$ cat src/rtl/hdmi_data_island_packetizer_if.sv
// Packet input bus of the data-island packetizer: one header plus four
// subpackets handed over with a valid/ready handshake.
interface hdmi_data_island_packetizer_if;
  // A packet transfers on the CLK_PIXEL edge where in_valid and in_ready are
  // both high; header/sub*/first_in_island are sampled only on that edge and
  // must be stable while in_valid is high. in_ready never waits on in_valid.
  logic        in_valid;
  logic        in_ready;
  logic        first_in_island;
  logic [23:0] header;
  logic [55:0] sub0;
  logic [55:0] sub1;
  logic [55:0] sub2;
  logic [55:0] sub3;

  modport master (
    output in_valid, first_in_island, header, sub0, sub1, sub2, sub3,
    input  in_ready
  );

  modport slave (
    input  in_valid, first_in_island, header, sub0, sub1, sub2, sub3,
    output in_ready
  );
endinterface

$ cat src/rtl/hdmi_data_island_packetizer.sv
// Serialises one HDMI data-island packet over 32 pixel clocks into the three
// TERC4 source nibbles, computing the BCH parity bytes on the fly.
module hdmi_data_island_packetizer #(
    parameter bit         ECC_EN   = 1'b1,
    parameter logic [7:0] ECC_POLY = 8'h83
) (
    input  logic                                CLK_PIXEL,
    input  logic                                RESET_N,
    hdmi_data_island_packetizer_if.slave        pkt,
    input  logic                                hsync,
    input  logic                                vsync,
    output logic [3:0]                          ch0,
    output logic [3:0]                          ch1,
    output logic [3:0]                          ch2,
    output logic                                pkt_active,
    output logic [0:0]                          dbg_state,
    output logic [4:0]                          dbg_count
);

    localparam logic [0:0] S_IDLE = 1'b0;
    localparam logic [0:0] S_SEND = 1'b1;

    logic [0:0]  state_q;
    logic [4:0]  cnt_q;
    logic [23:0] hdr_q;
    logic [55:0] sub_q [4];
    logic        first_q;
    logic [7:0]  hp_q;
    logic [7:0]  sp_q [4];

    logic        accept;
    logic        last_clk;
    logic        hdr_bit;
    logic [7:0]  hp_n;
    logic [7:0]  sp_n [4];
    logic [3:0]  lo_n;
    logic [3:0]  hi_n;

    // One serial step of the reflected BCH LFSR.
    function automatic logic [7:0] bch_step(input logic [7:0] p, input logic b);
        logic fb;
        fb = p[0] ^ b;
        return (p >> 1) ^ (fb ? ECC_POLY : 8'h00);
    endfunction

    assign last_clk     = (state_q == S_SEND) && (cnt_q == 5'd31);
    assign pkt.in_ready = RESET_N && ((state_q == S_IDLE) || last_clk);
    assign accept       = pkt.in_valid && pkt.in_ready;
    assign dbg_state    = state_q;
    assign dbg_count    = cnt_q;

    // Data bits feed the parity in the same cycle they are sent, so each
    // parity byte is complete exactly on the first clock that transmits it.
    always_comb begin
        hdr_bit = 1'b0;
        hp_n    = hp_q;
        lo_n    = 4'h0;
        hi_n    = 4'h0;
        if (cnt_q < 5'd24) begin
            hdr_bit = hdr_q[cnt_q];
            hp_n    = bch_step(hp_q, hdr_bit);
        end else if (ECC_EN) begin
            hdr_bit = hp_q[cnt_q[2:0]];
        end
        for (int k = 0; k < 4; k++) begin
            sp_n[k] = sp_q[k];
            if (cnt_q < 5'd28) begin
                lo_n[k] = sub_q[k][{cnt_q, 1'b0}];
                hi_n[k] = sub_q[k][{cnt_q, 1'b1}];
                sp_n[k] = bch_step(bch_step(sp_q[k], lo_n[k]), hi_n[k]);
            end else if (ECC_EN) begin
                lo_n[k] = sp_q[k][{cnt_q[1:0], 1'b0}];
                hi_n[k] = sp_q[k][{cnt_q[1:0], 1'b1}];
            end
        end
    end

    always_ff @(posedge CLK_PIXEL or negedge RESET_N) begin
        if (!RESET_N) begin
            state_q    <= S_IDLE;
            cnt_q      <= 5'd0;
            hdr_q      <= 24'h0;
            first_q    <= 1'b0;
            hp_q       <= 8'h00;
            ch0        <= 4'h0;
            ch1        <= 4'h0;
            ch2        <= 4'h0;
            pkt_active <= 1'b0;
            for (int k = 0; k < 4; k++) begin
                sub_q[k] <= 56'h0;
                sp_q[k]  <= 8'h00;
            end
        end else begin
            if (state_q == S_SEND) begin
                ch0        <= {~((cnt_q == 5'd0) && first_q), hdr_bit, vsync, hsync};
                ch1        <= lo_n;
                ch2        <= hi_n;
                pkt_active <= 1'b1;
                hp_q       <= hp_n;
                cnt_q      <= cnt_q + 5'd1;
                for (int k = 0; k < 4; k++) sp_q[k] <= sp_n[k];
            end else begin
                ch0        <= {2'b00, vsync, hsync};
                ch1        <= 4'h0;
                ch2        <= 4'h0;
                pkt_active <= 1'b0;
            end

            // A new packet on the last clock follows with no gap.
            if (accept) begin
                state_q  <= S_SEND;
                cnt_q    <= 5'd0;
                hdr_q    <= pkt.header;
                first_q  <= pkt.first_in_island;
                hp_q     <= 8'h00;
                sub_q[0] <= pkt.sub0;
                sub_q[1] <= pkt.sub1;
                sub_q[2] <= pkt.sub2;
                sub_q[3] <= pkt.sub3;
                for (int k = 0; k < 4; k++) sp_q[k] <= 8'h00;
            end else if (last_clk) begin
                state_q <= S_IDLE;
            end
        end
    end

endmodule
$ cat src/flat_wrapper.sv
// flat-port wrapper written by rule: the top's interface ports become plain ports
module hdmi_data_island_packetizer_flat 
#(
    parameter bit         ECC_EN   = 1'b1,
    parameter logic [7:0] ECC_POLY = 8'h83
)
  (CLK_PIXEL, RESET_N, hsync, vsync, ch0, ch1, ch2, pkt_active, dbg_state, dbg_count, pkt_in_valid, pkt_first_in_island, pkt_header, pkt_sub0, pkt_sub1, pkt_sub2, pkt_sub3, pkt_in_ready);
  hdmi_data_island_packetizer_if pkt_i ();
  input  logic CLK_PIXEL;
  input  logic RESET_N;
  input  logic hsync;
  input  logic vsync;
  output logic [3:0] ch0;
  output logic [3:0] ch1;
  output logic [3:0] ch2;
  output logic pkt_active;
  output logic [0:0] dbg_state;
  output logic [4:0] dbg_count;
  input wire logic [$bits(pkt_i.in_valid)-1:0] pkt_in_valid;
  input wire logic [$bits(pkt_i.first_in_island)-1:0] pkt_first_in_island;
  input wire logic [$bits(pkt_i.header)-1:0] pkt_header;
  input wire logic [$bits(pkt_i.sub0)-1:0] pkt_sub0;
  input wire logic [$bits(pkt_i.sub1)-1:0] pkt_sub1;
  input wire logic [$bits(pkt_i.sub2)-1:0] pkt_sub2;
  input wire logic [$bits(pkt_i.sub3)-1:0] pkt_sub3;
  output wire logic [$bits(pkt_i.in_ready)-1:0] pkt_in_ready;
  assign pkt_i.in_valid = pkt_in_valid;
  assign pkt_i.first_in_island = pkt_first_in_island;
  assign pkt_i.header = pkt_header;
  assign pkt_i.sub0 = pkt_sub0;
  assign pkt_i.sub1 = pkt_sub1;
  assign pkt_i.sub2 = pkt_sub2;
  assign pkt_i.sub3 = pkt_sub3;
  assign pkt_in_ready = pkt_i.in_ready;
  hdmi_data_island_packetizer #(.ECC_EN(ECC_EN), .ECC_POLY(ECC_POLY)) u_core (.CLK_PIXEL(CLK_PIXEL), .RESET_N(RESET_N), .pkt(pkt_i), .hsync(hsync), .vsync(vsync), .ch0(ch0), .ch1(ch1), .ch2(ch2), .pkt_active(pkt_active), .dbg_state(dbg_state), .dbg_count(dbg_count));
endmodule
$ cat config.mk
export PLATFORM = sky130hd
export DESIGN_NAME = hdmi_data_island_packetizer_flat
export DESIGN_NICKNAME = d
export VERILOG_FILES = /design/src/rtl/hdmi_data_island_packetizer_if.sv /design/src/rtl/hdmi_data_island_packetizer.sv /design/src/flat_wrapper.sv
export SDC_FILE = /design/constraint.sdc
export NUM_CORES = 1
export LEC_CHECK = 0
export CAP_MARGIN = 20
export CORE_UTILIZATION = 57
export CTS_CLUSTER_DIAMETER = 120
export DETAILED_ROUTE_END_ITERATION = 16
export PLACE_DENSITY = 0.86
export REMOVE_ABC_BUFFERS = 1
export SKIP_CTS_REPAIR_TIMING = 1
export SLEW_MARGIN = 40
export SYNTH_ARGS = -nofsm -noshare
export SYNTH_HDL_FRONTEND = slang
export SYNTH_SLANG_ARGS = --single-unit
$ cat constraint.sdc
create_clock -name CLK_PIXEL -period 4.16 [get_ports CLK_PIXEL]
set_input_delay 0.624 -clock CLK_PIXEL [delete_from_list [all_inputs] [get_ports CLK_PIXEL]]
set_output_delay 0.624 -clock CLK_PIXEL [all_outputs]
set_load 0.005 [all_outputs]
==> impl_metrics.yaml <==
clock_tree:
  clock_latency_ps: 560
  clkTransAtPathRegs_ps: 60
  cts.sinks: 308
  cts_tree: "yes"
  cts_made_buffers: 31
  htreeDepth: 1
  ctsRootBufferMaster: "clkbuf_16"
  cts_buffer_depth: 3
power_and_ir_drop:
  p_leak_nw: 9.004
  vdd_ir_drop_max_mv: 0.4162
  p_per_area_mw_per_mm2: 772.5
detailed_routing:
  drt-pass1-iter-count: 5
  detail-route-antenna-nets: 0
  num_vias: 11920
  finalWirelength_um: 39010
  drc: 0
  routedWlPerCell_um: 18.55
  drt_iter0_markers: 1056
  routed_via_density: 5.668
critical_path:
  end_kind: "primary output"
  slowest_delay_ps: 960
  crit_start: "u_core.dbg_count[1]"
  cp_top_family: "flip-flops"
  required_ps: 3540
  cpMostUsedCell: "ha_1"
  r2r-start: "u_core.dbg_count[1]"
  worstPathArrival_ps: 3040
  worstSetupPathType: "flip-flop to primary output"
  worst-r2r-setup-slack_ps: 720
  start_kind: "flip-flop"
  path_cells: "ha_1, and3_1, ha_1, nand2b_1, and2_0, clkdlybuf4s50_1"
  cp_slowest_cell: "dfrtp_4"
  worst-path-buf-inv: 1
  cp_max_fo: 54
timing:
  worst_pin_slew_ps: 800.4
  maxSlewHeadroom: 0.4605
  setup_viol_count_final: 0
  drv_slew: 0
  fin_crit_sh: 0.8816
  clock_skew_ps: 6.405
  fin_ws_ps: 492.7
  rsz0062_at_grt: "false"
  hold_viol: 3
  timing.final.crit_period_ps: 3667
  fmax_mhz: 272.7
  hold_ws_ps: -3.549
run:
  maxCapViolCount: 0
global_routing:
  antenna_found_initial: 0
  grt_pass1_vias: 12110
  grt_pass1_wl_um: 63070
  grt_max_degree: 136
  grt_overflow: 0
  track_usage: 0.3085
logic_synthesis:
  synth_top_area_cell: "dfrtp_1"
  syn_area_mm2: 0.01446
  synth_top_area_frac: 0.5332
  yosysUniqueCellTypes: 49
  syn_inst: 1525
  syn_avg_cell_area_um2: 9.479
  ys_ff_latch: 308
  yosysSeqAreaShare: 0.5332
  synth-edff-count: 0
  synthArstFlopShare: 1.000
  ys.flop_type: "dfrtp_1"
  synth_area_leaders: "dfrtp_1 53%, nand2_1 20%, mux4_2 4.4%"
  ys_warn_count: 0
cells_and_area:
  layout.nets: 2014
  multiInputGateArea_mm2: 0.006326
  fillCellCount: 1672
  antennaDiodeCount: 0
  register_area_mm2: 0.007717
  final_layout_size_suffix_gt1_frac: 0.09556
  area_delta_synth_final_pct: 27.49
placed_design:
  place_ws_ps: 702.8
  place.gp.congestion: 0.9010
  hpwlAfterDp_um: 27320
  io_buffers: 273
die:
  io_pins: 274
  die_w_um: 161.2
  die_area_mm2: 0.02600
  start_util: 0.5875
  rows: 57
  die_h_um: 161.2
  core_mm2: 0.02460
run_status:
  violations: "negative hold slack"
  outcome: "finished, violations left"
min_path:
  hp-class: "input pin to asynchronous set/reset pin"
## power by group
| group | internal [mW] | switching (mW) |
|---|---|---|
| Combinational | 3.04 | 2.87 |
| Sequential | 4.43 | 1.17 |
| Clock | 1.56 | 1.17 |
| Total | 9.02 | 5.21 |
## logic make-up (layout without fill, tap and decap cells)
family	after synthesis	count (layout)	share of synthesized area
and+or+nand+nor	852	852	0.2316
buffers and inverters	99	353	0.03116
muxes	118	118	0.1143
DFF	308	308	0.5332
AOI/OAI and AO/OA	120	120	0.06345
adders and majority gates	3	3	0.002597
xor gates and xnor gates	25	25	0.02372
## registers in the layout, summed over array words and instances, names as in the netlist
| name | count |
|---|---|
| u_core.dbg_state | 1 |
| u_core.sp_q | 32 |
| u_core.sub_q | 224 |
| u_core.ch1 | 4 |
| u_core.hp_q | 8 |
| u_core.pkt_active | 1 |
| u_core.first_q | 1 |
| u_core.dbg_count | 5 |
| u_core.ch0 | 4 |
| u_core.ch2 | 4 |
| u_core.hdr_q | 24 |
## cell usage after synthesis, types with 2 or more instances
cell and n:
nor3_1 3, nor2b_1 3, buf_4 11, o22a_1 3, dfrtp_1 308, buf_2 11, buf_1 3, nor2_1 16
o211ai_1 4, inv_1 5, a31oi_1 5, ha_1 3, xnor2_1 6, o22ai_1 8, a21oi_1 25, nand2_1 787
mux4_2 28, or4_4 4, xnor3_1 9, nand3_1 15, nand3b_1 2, a211oi_4 4, mux2_2 44, and3_1 3
and4_1 4, and3b_1 2, mux4_1 4, clkbuf_1 67, a222oi_1 8, a22oi_1 6, xor2_1 10, o41ai_2 4
a22o_1 28, nor3b_1 3, mux2i_1 42, o21ai_0 21, nor4_1 4
## final timing paths
kind                                      to  cells after the start
max                             pkt_in_ready                      6
min                        u_core.sub_q[205]                      1
max reg2reg                   u_core.sp_q[1]                      7
min reg2reg                 u_core.hdr_q[21]                      2
max in group asynchronous   u_core.sub_q[73]                      3
min in group CLK_PIXEL      u_core.hdr_q[21]                      2
## final cells by class
class                   count  area share
well taps                 324     0.02200
clock inverters            18    0.008283
clock buffers              37     0.04549
repair buffers            293      0.1612
flip-flops and latches    308      0.4188
inverters                   5    0.001018
multi-input cells        1118      0.3433
## per-stage QoR
stage,power (mW),TNS [ps],util,instances,instance area (um2)
2_1_floorplan,9.551,-1199930,-,1431,14020
3_3_place_gp,11.05,0,0.7072,2047,17400
3_5_place_dp,11.38,0,0.7072,2047,17400
4_1_cts,14.18,0,0.7475,2102,18390
5_1_grt,15.07,0,0.7490,2103,18430
6_report,14.24,0,0.7490,2103,18430
## layout by cell type, fill, tap and decap left out, types with 5 or more instances in the layout
master           netlist  routed
xnor2_1                6       6
a222oi_1               8       8
nand2_1              787     786
clkbuf_16              0      31
nor2_1                16      16
inv_1                  5       5
buf_4                 11      12
mux4_2                28      28
a22oi_1                6       6
a21oi_1               25      24
o21ai_0               21      21
dfrtp_1              308     304
clkinv_2               0      12
xor2_1                10      10
mux2_2                44      44
a31oi_1                5       5
clkdlybuf4s50_1        0     272
xnor3_1                9       9
buf_12                 1       6
o22ai_1                8       8
nand3_1               15      15
mux2i_1               42      42
a22o_1                28      28
## worst register-to-register path: stages (launching register included)
cell and delay [ps]:
dfrtp_4 960, buf_4 390, mux4_1 320, a22o_1 290, or4_4 460, a211oi_4 330, xnor3_1 380, a22o_1 200
## layer usage
metal	up-vias	routed length (um)	GRT usage
met5	-	0	0
met4	0	1358	0.1033
met3	102	3162	0.05162
met2	604	18980	0.5057
met1	5743	15510	0.4209
li1	5470	-	-
(Power assumes the default switching activity.)
